[config.mk]
export PLATFORM = sky130hd
export DESIGN_NAME = audio_stream_engine
export DESIGN_NICKNAME = d
export VERILOG_FILES = /design/src/rtl/audio_stream_engine.sv
export SDC_FILE = /design/constraint.sdc
export NUM_CORES = 1
export LEC_CHECK = 0
export CORE_MARGIN = 2
export CORE_UTILIZATION = 55
export CTS_BUF_LIST = sky130_fd_sc_hd__clkbuf_2
export DETAILED_ROUTE_END_ITERATION = 6
export PLACE_DENSITY_LB_ADDON = 0.2
export SLEW_MARGIN = 0
export SYNTH_ARGS = -nofsm -noshare
export SYNTH_HDL_FRONTEND = slang
export SYNTH_SLANG_ARGS = --single-unit
[constraint.sdc]
create_clock -name clk -period 5.4 [get_ports clk]
set_input_delay 1.08 -clock clk [delete_from_list [all_inputs] [get_ports clk]]
set_output_delay 1.08 -clock clk [all_outputs]
set_load 0.02 [all_outputs]
[src/rtl/audio_stream_engine.sv]
// Record/playback engine between the codec frame interface and the RAM command port.
// One frame FIFO is shared: RECORD buffers ADC frames ahead of memory writes,
// PLAY prefetches memory words ahead of DAC frame requests.
module audio_stream_engine #(
  parameter int unsigned SAMPLE_W   = 16,
  parameter int unsigned CHANNELS   = 2,
  parameter int unsigned FIFO_DEPTH = 16,
  parameter int unsigned ADDR_W     = 24,
  parameter int unsigned MAX_FRAMES = 2**24-1
) (
  input  logic                           clk,
  input  logic                           reset,
  input  logic                           cmd_record,
  input  logic                           cmd_play,
  input  logic                           cmd_stop,
  input  logic                           play_loop,
  input  logic                           adc_valid,
  input  logic [SAMPLE_W*CHANNELS-1:0]   adc_data,
  input  logic                           dac_req,
  output logic [SAMPLE_W*CHANNELS-1:0]   dac_data,
  output logic                           dac_valid,
  output logic                           mem_cmd_valid,
  input  logic                           mem_cmd_ready,
  output logic                           mem_cmd_we,
  output logic [ADDR_W-1:0]              mem_addr,
  output logic [SAMPLE_W*CHANNELS-1:0]   mem_wdata,
  input  logic [SAMPLE_W*CHANNELS-1:0]   mem_rdata,
  input  logic                           mem_rvalid,
  output logic [2:0]                     state,
  output logic [ADDR_W-1:0]              rec_length,
  output logic                           overflow,
  output logic                           underflow
);

  localparam int unsigned FW = SAMPLE_W * CHANNELS;
  localparam int unsigned PW = $clog2(FIFO_DEPTH);
  localparam int unsigned CW = PW + 1;
  localparam logic [ADDR_W-1:0] MAX_A = ADDR_W'(MAX_FRAMES);

  typedef enum logic [2:0] {
    S_IDLE       = 3'd0,
    S_REC        = 3'd1,
    S_REC_DRAIN  = 3'd2,
    S_PLAY       = 3'd3,
    S_PLAY_FLUSH = 3'd4
  } state_t;

  state_t            state_q;
  logic [FW-1:0]     fifo_mem [FIFO_DEPTH];
  logic [PW-1:0]     wptr_q, rptr_q, wptr_d, rptr_d;
  logic [CW-1:0]     count_q, count_d, outst_q, outst_d;
  logic [ADDR_W-1:0] wr_addr_q, rd_addr_q, rec_len_q;
  logic              ovf_q, udf_q, dac_valid_q;
  logic [FW-1:0]     dac_data_q;

  logic          fifo_full, fifo_empty, wr_cmd, rd_cmd, wr_pop, rd_acc, rsp_ok;
  logic          rec_push, play_push, dac_pop, push, pop;
  logic [CW:0]   inflight;
  logic [FW-1:0] head, push_data;

  // Command/FIFO decode; memory command is derived from registered state so it
  // stays stable while waiting for ready.
  always_comb begin
    head       = fifo_mem[rptr_q];
    fifo_full  = (count_q == CW'(FIFO_DEPTH));
    fifo_empty = (count_q == '0);
    inflight   = {1'b0, count_q} + {1'b0, outst_q};
    wr_cmd     = ((state_q == S_REC) || (state_q == S_REC_DRAIN)) && !fifo_empty;
    rd_cmd     = (state_q == S_PLAY) && (inflight < (CW+1)'(FIFO_DEPTH)) &&
                 (rd_addr_q < rec_len_q);
    wr_pop     = wr_cmd && mem_cmd_ready;
    rd_acc     = rd_cmd && mem_cmd_ready;
    rsp_ok     = mem_rvalid && (outst_q != '0);
    rec_push   = (state_q == S_REC) && adc_valid && !fifo_full;
    play_push  = (state_q == S_PLAY) && rsp_ok;
    dac_pop    = (state_q == S_PLAY) && dac_req && !fifo_empty;
    push       = rec_push || play_push;
    pop        = wr_pop || dac_pop;
    push_data  = (state_q == S_PLAY) ? mem_rdata : adc_data;
    wptr_d     = push ? wptr_q + PW'(1) : wptr_q;
    rptr_d     = pop ? rptr_q + PW'(1) : rptr_q;
    count_d    = count_q + CW'(push) - CW'(pop);
    outst_d    = outst_q + CW'(rd_acc) - CW'(rsp_ok);
  end

  // Frame storage; contents need no reset because readers are gated by count.
  always_ff @(posedge clk) begin
    if (push) fifo_mem[wptr_q] <= push_data;
  end

  // Control FSM with FIFO pointers, address counters and registered status.
  always_ff @(posedge clk or posedge reset) begin
    if (reset) begin
      state_q     <= S_IDLE;
      wptr_q      <= '0;
      rptr_q      <= '0;
      count_q     <= '0;
      outst_q     <= '0;
      wr_addr_q   <= '0;
      rd_addr_q   <= '0;
      rec_len_q   <= '0;
      ovf_q       <= 1'b0;
      udf_q       <= 1'b0;
      dac_valid_q <= 1'b0;
      dac_data_q  <= '0;
    end else begin
      dac_valid_q <= dac_req;
      if (dac_req) begin
        dac_data_q <= dac_pop ? head : '0;
        if ((state_q == S_PLAY) && fifo_empty) udf_q <= 1'b1;
      end
      wptr_q  <= wptr_d;
      rptr_q  <= rptr_d;
      count_q <= count_d;
      if ((state_q == S_PLAY) || (state_q == S_PLAY_FLUSH)) outst_q <= outst_d;
      case (state_q)
        S_IDLE: begin
          if (!cmd_stop && (cmd_record || cmd_play)) begin
            state_q   <= cmd_record ? S_REC : S_PLAY;
            ovf_q     <= 1'b0;
            udf_q     <= 1'b0;
            wr_addr_q <= '0;
            rd_addr_q <= '0;
          end
        end
        S_REC: begin
          if (adc_valid && fifo_full) ovf_q <= 1'b1;
          if (wr_pop) wr_addr_q <= wr_addr_q + ADDR_W'(1);
          if (cmd_stop || (wr_pop && (wr_addr_q + ADDR_W'(1) == MAX_A)))
            state_q <= S_REC_DRAIN;
        end
        S_REC_DRAIN: begin
          if (wr_pop) wr_addr_q <= wr_addr_q + ADDR_W'(1);
          if (fifo_empty) begin
            rec_len_q <= wr_addr_q;
            state_q   <= S_IDLE;
          end
        end
        S_PLAY: begin
          if (rd_acc) rd_addr_q <= rd_addr_q + ADDR_W'(1);
          // A read accepted in the stop cycle still counts as outstanding so its
          // data is waited for and discarded in the flush state.
          if (cmd_stop) begin
            state_q <= S_PLAY_FLUSH;
            wptr_q  <= '0;
            rptr_q  <= '0;
            count_q <= '0;
          end else if (rec_len_q == '0) begin
            state_q <= S_IDLE;
          end else if (rd_addr_q == rec_len_q) begin
            if (play_loop) rd_addr_q <= '0;
            else if (fifo_empty && (outst_q == '0)) state_q <= S_IDLE;
          end
        end
        S_PLAY_FLUSH: begin
          if (outst_q == '0) state_q <= S_IDLE;
        end
        default: state_q <= S_IDLE;
      endcase
    end
  end

  assign mem_cmd_valid = wr_cmd || rd_cmd;
  assign mem_cmd_we    = wr_cmd;
  assign mem_addr      = wr_cmd ? wr_addr_q : (rd_cmd ? rd_addr_q : '0);
  assign mem_wdata     = wr_cmd ? head : '0;
  assign dac_data      = dac_data_q;
  assign dac_valid     = dac_valid_q;
  assign state         = state_q;
  assign rec_length    = rec_len_q;
  assign overflow      = ovf_q;
  assign underflow     = udf_q;

endmodule

* After elaboration in Yosys (flattened, before gate mapping)
Memory sizes are Yosys's and may differ from the RTL's.
Cells that the tools add are included.
** Storage, ports and cells
- Register bits :: 128
- Bits in latches :: 0
- RAM bits :: 512
- Memory bits (read-only) :: 0
- Bits of input ports :: 74
- Output and inout port bits :: 120
- Logic and storage cells :: 122
- Memories :: 1
** Memories
- fifo_mem :: depth 16, bits a word 32, rd ports 1, clocked after memory_dff 0, write ports 1, line 49 : logic [FW-1:0] fifo_mem [FIFO_DEPTH];
** Cells by class
- $add $sub $neg :: 9
- Multiply operators :: 0
- Div/mod/pow operators :: 0
- Magnitude comparators :: 2
- Equality and inequality tests :: 16
- Shift-type cells :: 0
- Multiplexer cells :: 42
- Bitwise gates (word level) :: 0
- Reductions and logical operators :: 40
** Operators with widths (number)
- 2-to-1 mux 24 bit :: 9
- 2-to-1 mux 32 bit :: 3
- case mux 24 bit (2 select lines) :: 2
- adder 24 x 1 -> 24 bit (second input constant) :: 2
- 2-to-1 mux 3 bit :: 9
- == test 24 bit :: 1
- == test 24 bit (second input constant) :: 1
- logical NOT 24 bit :: 1
- < comparator 24 bit :: 1
- 2-to-1 mux 4 bit :: 6
- logical AND 1 bit :: 16
- case mux 3 bit (5 select lines) :: 1
- adder 5 x 1 -> 5 bit :: 2
- logical NOT 5 bit :: 2
- 2-to-1 mux 5 bit :: 2
- subtractor 5 x 1 -> 5 bit :: 2
- adder 4 x 1 -> 4 bit (second input constant) :: 2
- 2-to-1 mux 1 bit :: 8
- != test 2 x 1 -> 1 bit (second input constant) :: 4
- != test 4 x 2 -> 1 bit (second input constant) :: 2
- logical OR 1 bit :: 7
- AND reduction 7 bit :: 1
- adder 5 x 5 -> 6 bit :: 1
- == test 3 x 2 -> 1 bit (second input constant) :: 2
- 15 further kinds :: 22

* Logic depth before layout (Yosys ltp)
- Depth in word-level cells :: 11
- Gate-level depth with buffers :: 18
- Depth with buffers taken out :: 17

* Worst setup path after synthesis
OpenSTA, ideal clock, no wires.
- Kind :: input to register
- Start point :: input port mem_rvalid
- End point :: memory fifo_mem[3][0] (netlist name) (enable)
- Arrival time :: 4.533 ns
- Path slack :: 0.365 ns
- Cell stages on the path :: 3
- Buffers on the path :: 0
- Cell sequence :: and2_1 -> a22oi_1 -> nor4_1
** On the way
- Cells in the longest elaborated chain, start to end :: 5
** Ends and longest elaborated chain
- start, declared :: line 28 : input logic mem_rvalid,
- logical AND 1 bit :: line 73 : rsp_ok = mem_rvalid && (outst_q != '0);
- logical AND 1 bit :: line 75 : play_push = (state_q == S_PLAY) && rsp_ok;
- logical OR 1 bit :: line 77 : push = rec_push || play_push;
- 2-to-1 mux 1 bit :: line 88 : if (push) fifo_mem[wptr_q] <= push_data;
- 2-to-1 mux 1 bit (implied by the code) :: line 88
- end, declared :: line 49
Every way passes these cells.

* Final worst setup path
- Start point :: register rptr_q[1]
- End point :: output port mem_wdata[3]
** On the way
- Cells in the longest elaborated chain, start to end :: 2
** Ends and longest elaborated chain
- start, declared :: line 50 : logic [PW-1:0] wptr_q, rptr_q, wptr_d, rptr_d;
- start signal, assigned :: line 113 : rptr_q <= rptr_d;
- memory (16 x 32 bit)
- 2-to-1 mux 32 bit :: line 166 : assign mem_wdata = wr_cmd ? head : '0;
- end, declared :: line 26 : output logic [SAMPLE_W*CHANNELS-1:0] mem_wdata,
Every way passes these cells.

==> impl_metrics.toml <==
[detailed_routing]
vias = 16860
antenna_left = 0
drtPass1Iterations = 6
wl_microns = 68460
drc_errors = 0
routedWlPerCell_microns = 24.39
drtIter0Drc = 1709
viasPerCell = 6.006

[power]
ir_drop_uv = 314.9
power_density_nw_per_um2 = 469.0
p_leak_nw = 11.59

[global_routing]
grt_pass1_wl_microns = 101300
grt.overflow.total = 0
track_usage_pct = 27.34
grt_pass1_vias = 16736
grt_max_degree = 89
antenna_found_initial = 3

[worst_setup_path]
start_kind = "flop"
arrival_ns = 4.10
cpPeakStageDelay_ns = 0.59
crit_type = "flop to output port"
critPathRequiredTime_ns = 4.32
cp_max_fo = 88
slowest_stage = "dfrtp_4"
crit_top_cell = "mux4_2"
crit_path_cell_trace = "buf_12 > mux4_2 > mux4_2 > and2_1 > clkdlybuf4s50_1"
crit_path_end_kind = "output port"

[floorplanning]
core-area_sq_um = 49150
die_w_microns = 227.5
die-area_sq_um = 51740
pin_count = 194
row_count = 81
initial_core_util_pct = 55.88
die-height_microns = 227.5

[sta]
period_share_pct = 95.99
max_clock_freq_mhz = 192.9
worstMarginPinSlew_ns = 1.161
tns_ns = 0
relSlewSlack_pct = 22.62
finClkSkew_ns = 0.08929
setup_violations = 0
finalHoldViolCount = 0
min_period_ns = 5.184
final_max_slew_viol_count = 0

[yosys]
synth_area_leaders = "edfxtp_1 (56%), mux4_2 (13%), dfrtp_1 (12%)"
synth_cells = 1708
syn_area_sq_um = 27470
syn_avg_cell_area_sq_um = 16.08
synthArstFlopShare_pct = 20.00
synth_nets = 1832
yosysWarningCount = 0
synth.top_cell.area_share_pct = 55.98
ys_seq_area_share_pct = 67.64
netlist.top_cell.by_area = "edfxtp_1"
ys_types = 67
synth.ff_latch_count = 640
synth_edf_count = 512
synthFlopType = "edfxtp_1"

[job]
drv_cap = 0

[cts]
ctsHoldBuffers = 0
ctsRootBufferMaster = "clkbuf_2"
cts_tree = "done"
htree_num_levels = 4
clkTransAtPathRegs_ns = 0.10
clk_latency_ns = 1.34
numCtsBuffers = 157
cts_sinks = 640
cts.path.max_buffers = 3

[placement]
numPortBuffers = 193
globalplace.congestion = 0.9917
dp_hpwl_microns = 41390
post_dp_cell_area_sq_um = 30310

[finish]
area_delta_synth_final_pct = 15.55
mostFrequentLayoutCell = "edfxtp_1"
layout_common_cells = "edfxtp_1 (512), clkbuf_2 (280), nand2_1 (170)"
final_nets = 2140
postLayoutCellArea_sq_um = 31740
drive_gt1_share_pct = 26.89

[hold_path]
min_path_type = "input port to asynchronous set/reset pin"

[status]
status = "finished clean"
sequential cells by signal, summed over array words and instances, names as in the netlist:
| signal | count |
|---|---|
| dac_data | 32 |
| underflow | 1 |
| dac_valid | 1 |
| state | 3 |
| rptr_q | 4 |
| count_q | 5 |
| outst_q | 5 |
| overflow | 1 |
| fifo_mem | 512 |
| wr_addr_q | 24 |
| wptr_q | 4 |
| rec_length | 24 |
| rd_addr_q | 24 |
power by group:
group          switching [mW]  leakage [nW]  internal (mW)  total, mW
sequential              0.314          6.34           5.98       6.29
clock                    1.90          1.15           1.33       3.23
combinational            2.96          4.11           2.41       5.37
total                    5.17          11.6           9.72       14.9
metal layers:
layer	track usage, %	vias up	part of all wire (%)
li1	-	7363	-
met1	36.98	8586	40
met2	43.49	807	49
met3	6.544	104	8.5
met4	10.63	0	2.5
met5	0	-	0
repair_timing:
item                                    CTS  global route
endpoints found under the setup margin   54            25
resized for setup                        31            53
buffers inserted                          5             2
gates cloned                              0             0
pin swaps                                 0             1
hold endpoints to repair                  0             0
cell type report:
class,count,area [sq um]
repair buffers,250,2317
flip-flops and latches,640,18590
fillers,3529,17420
clock inverters,24,145.1
multi-input cells,887,8247
diodes,5,12.51
clock buffers,257,1286
well taps,664,830.8
inverters,80,305.3
synthesized netlist by cell type (5+ instances only):
master / number
nor4_1: 11
clkbuf_1: 67
and2_1: 49
or3_1: 6
ha_1: 48
nand2_1: 170
buf_1: 23
and4_1: 5
nor2b_1: 7
nor3_1: 12
buf_2: 10
xor2_1: 11
a21oi_1: 34
inv_1: 77
a21o_1: 10
mux2_2: 25
nand3_1: 37
o41ai_1: 5
xnor2_1: 8
nand4_1: 22
or4_1: 5
a22o_1: 24
a31oi_1: 21
mux2i_1: 5
edfxtp_1: 512
o21ai_0: 70
and3_1: 19
nor2_1: 55
mux4_2: 160
a211o_1: 5
dfrtp_1: 128
o31ai_1: 9
worst paths after layout:
| kind | from | cells after the start | end | slack (ns) |
|---|---|---|---|---|
| worst max-delay path | rptr_q[1]$_DFF_PP0_ | 5 | mem_wdata[3] | 0.22 |
| worst min-delay path | reset | 2 | rd_addr_q[0]$_DFFE_PP0P_ | 0.27 |
| worst max register to register | outst_q[4]$_DFFE_PP0P_ | 16 | outst_q[4]$_DFFE_PP0P_ | 1.12 |
| worst min register to register | overflow$_DFFE_PP0P_ | 2 | overflow$_DFFE_PP0P_ | 0.52 |
| max in group asynchronous | reset | 3 | count_q[3]$_DFF_PP0_ | 4.14 |
| min in group clk | dac_req | 2 | dac_valid$_DFF_PP0_ | 0.31 |
logic make-up after synthesis:
family	Yosys count	share of synthesized area (%)
flip-flops	640	67.64
buffers and inverters	181	2.533
adder cells (fa/ha/maj)	50	2.332
XOR/XNOR	19	0.6059
AO/OA/AOI/OAI	211	5.098
multiplexers	190	14.33
AND/OR/NAND/NOR	417	7.466
stage by stage:
step | setup WS, ns | instances | power [mW] | hold slack [ns] | utilization (%)
after floorplan | 0.3651 | 1708 | 9.811 | 0.4598 | -
after global placement | 1.056 | 2514 | 11.63 | 0.4755 | 61.66
after detailed placement | 0.9770 | 2514 | 11.75 | 0.4897 | 61.66
after CTS | 0.01523 | 2800 | 14.99 | 0.1482 | 64.65
after global routing | -0.01869 | 2804 | 15.66 | 0.1767 | 64.55
final | 0.2164 | 2807 | 14.88 | 0.2683 | 64.57
critical path: cells and delay by family, from the launching register on:
kind / cells / cell delay, ns
DFF: 1 / 0.59
and+or+nand+nor: 1 / 0.19
muxes: 2 / 0.96
buffers and inverters: 2 / 0.97
Power figures use the tool's default switching activity.
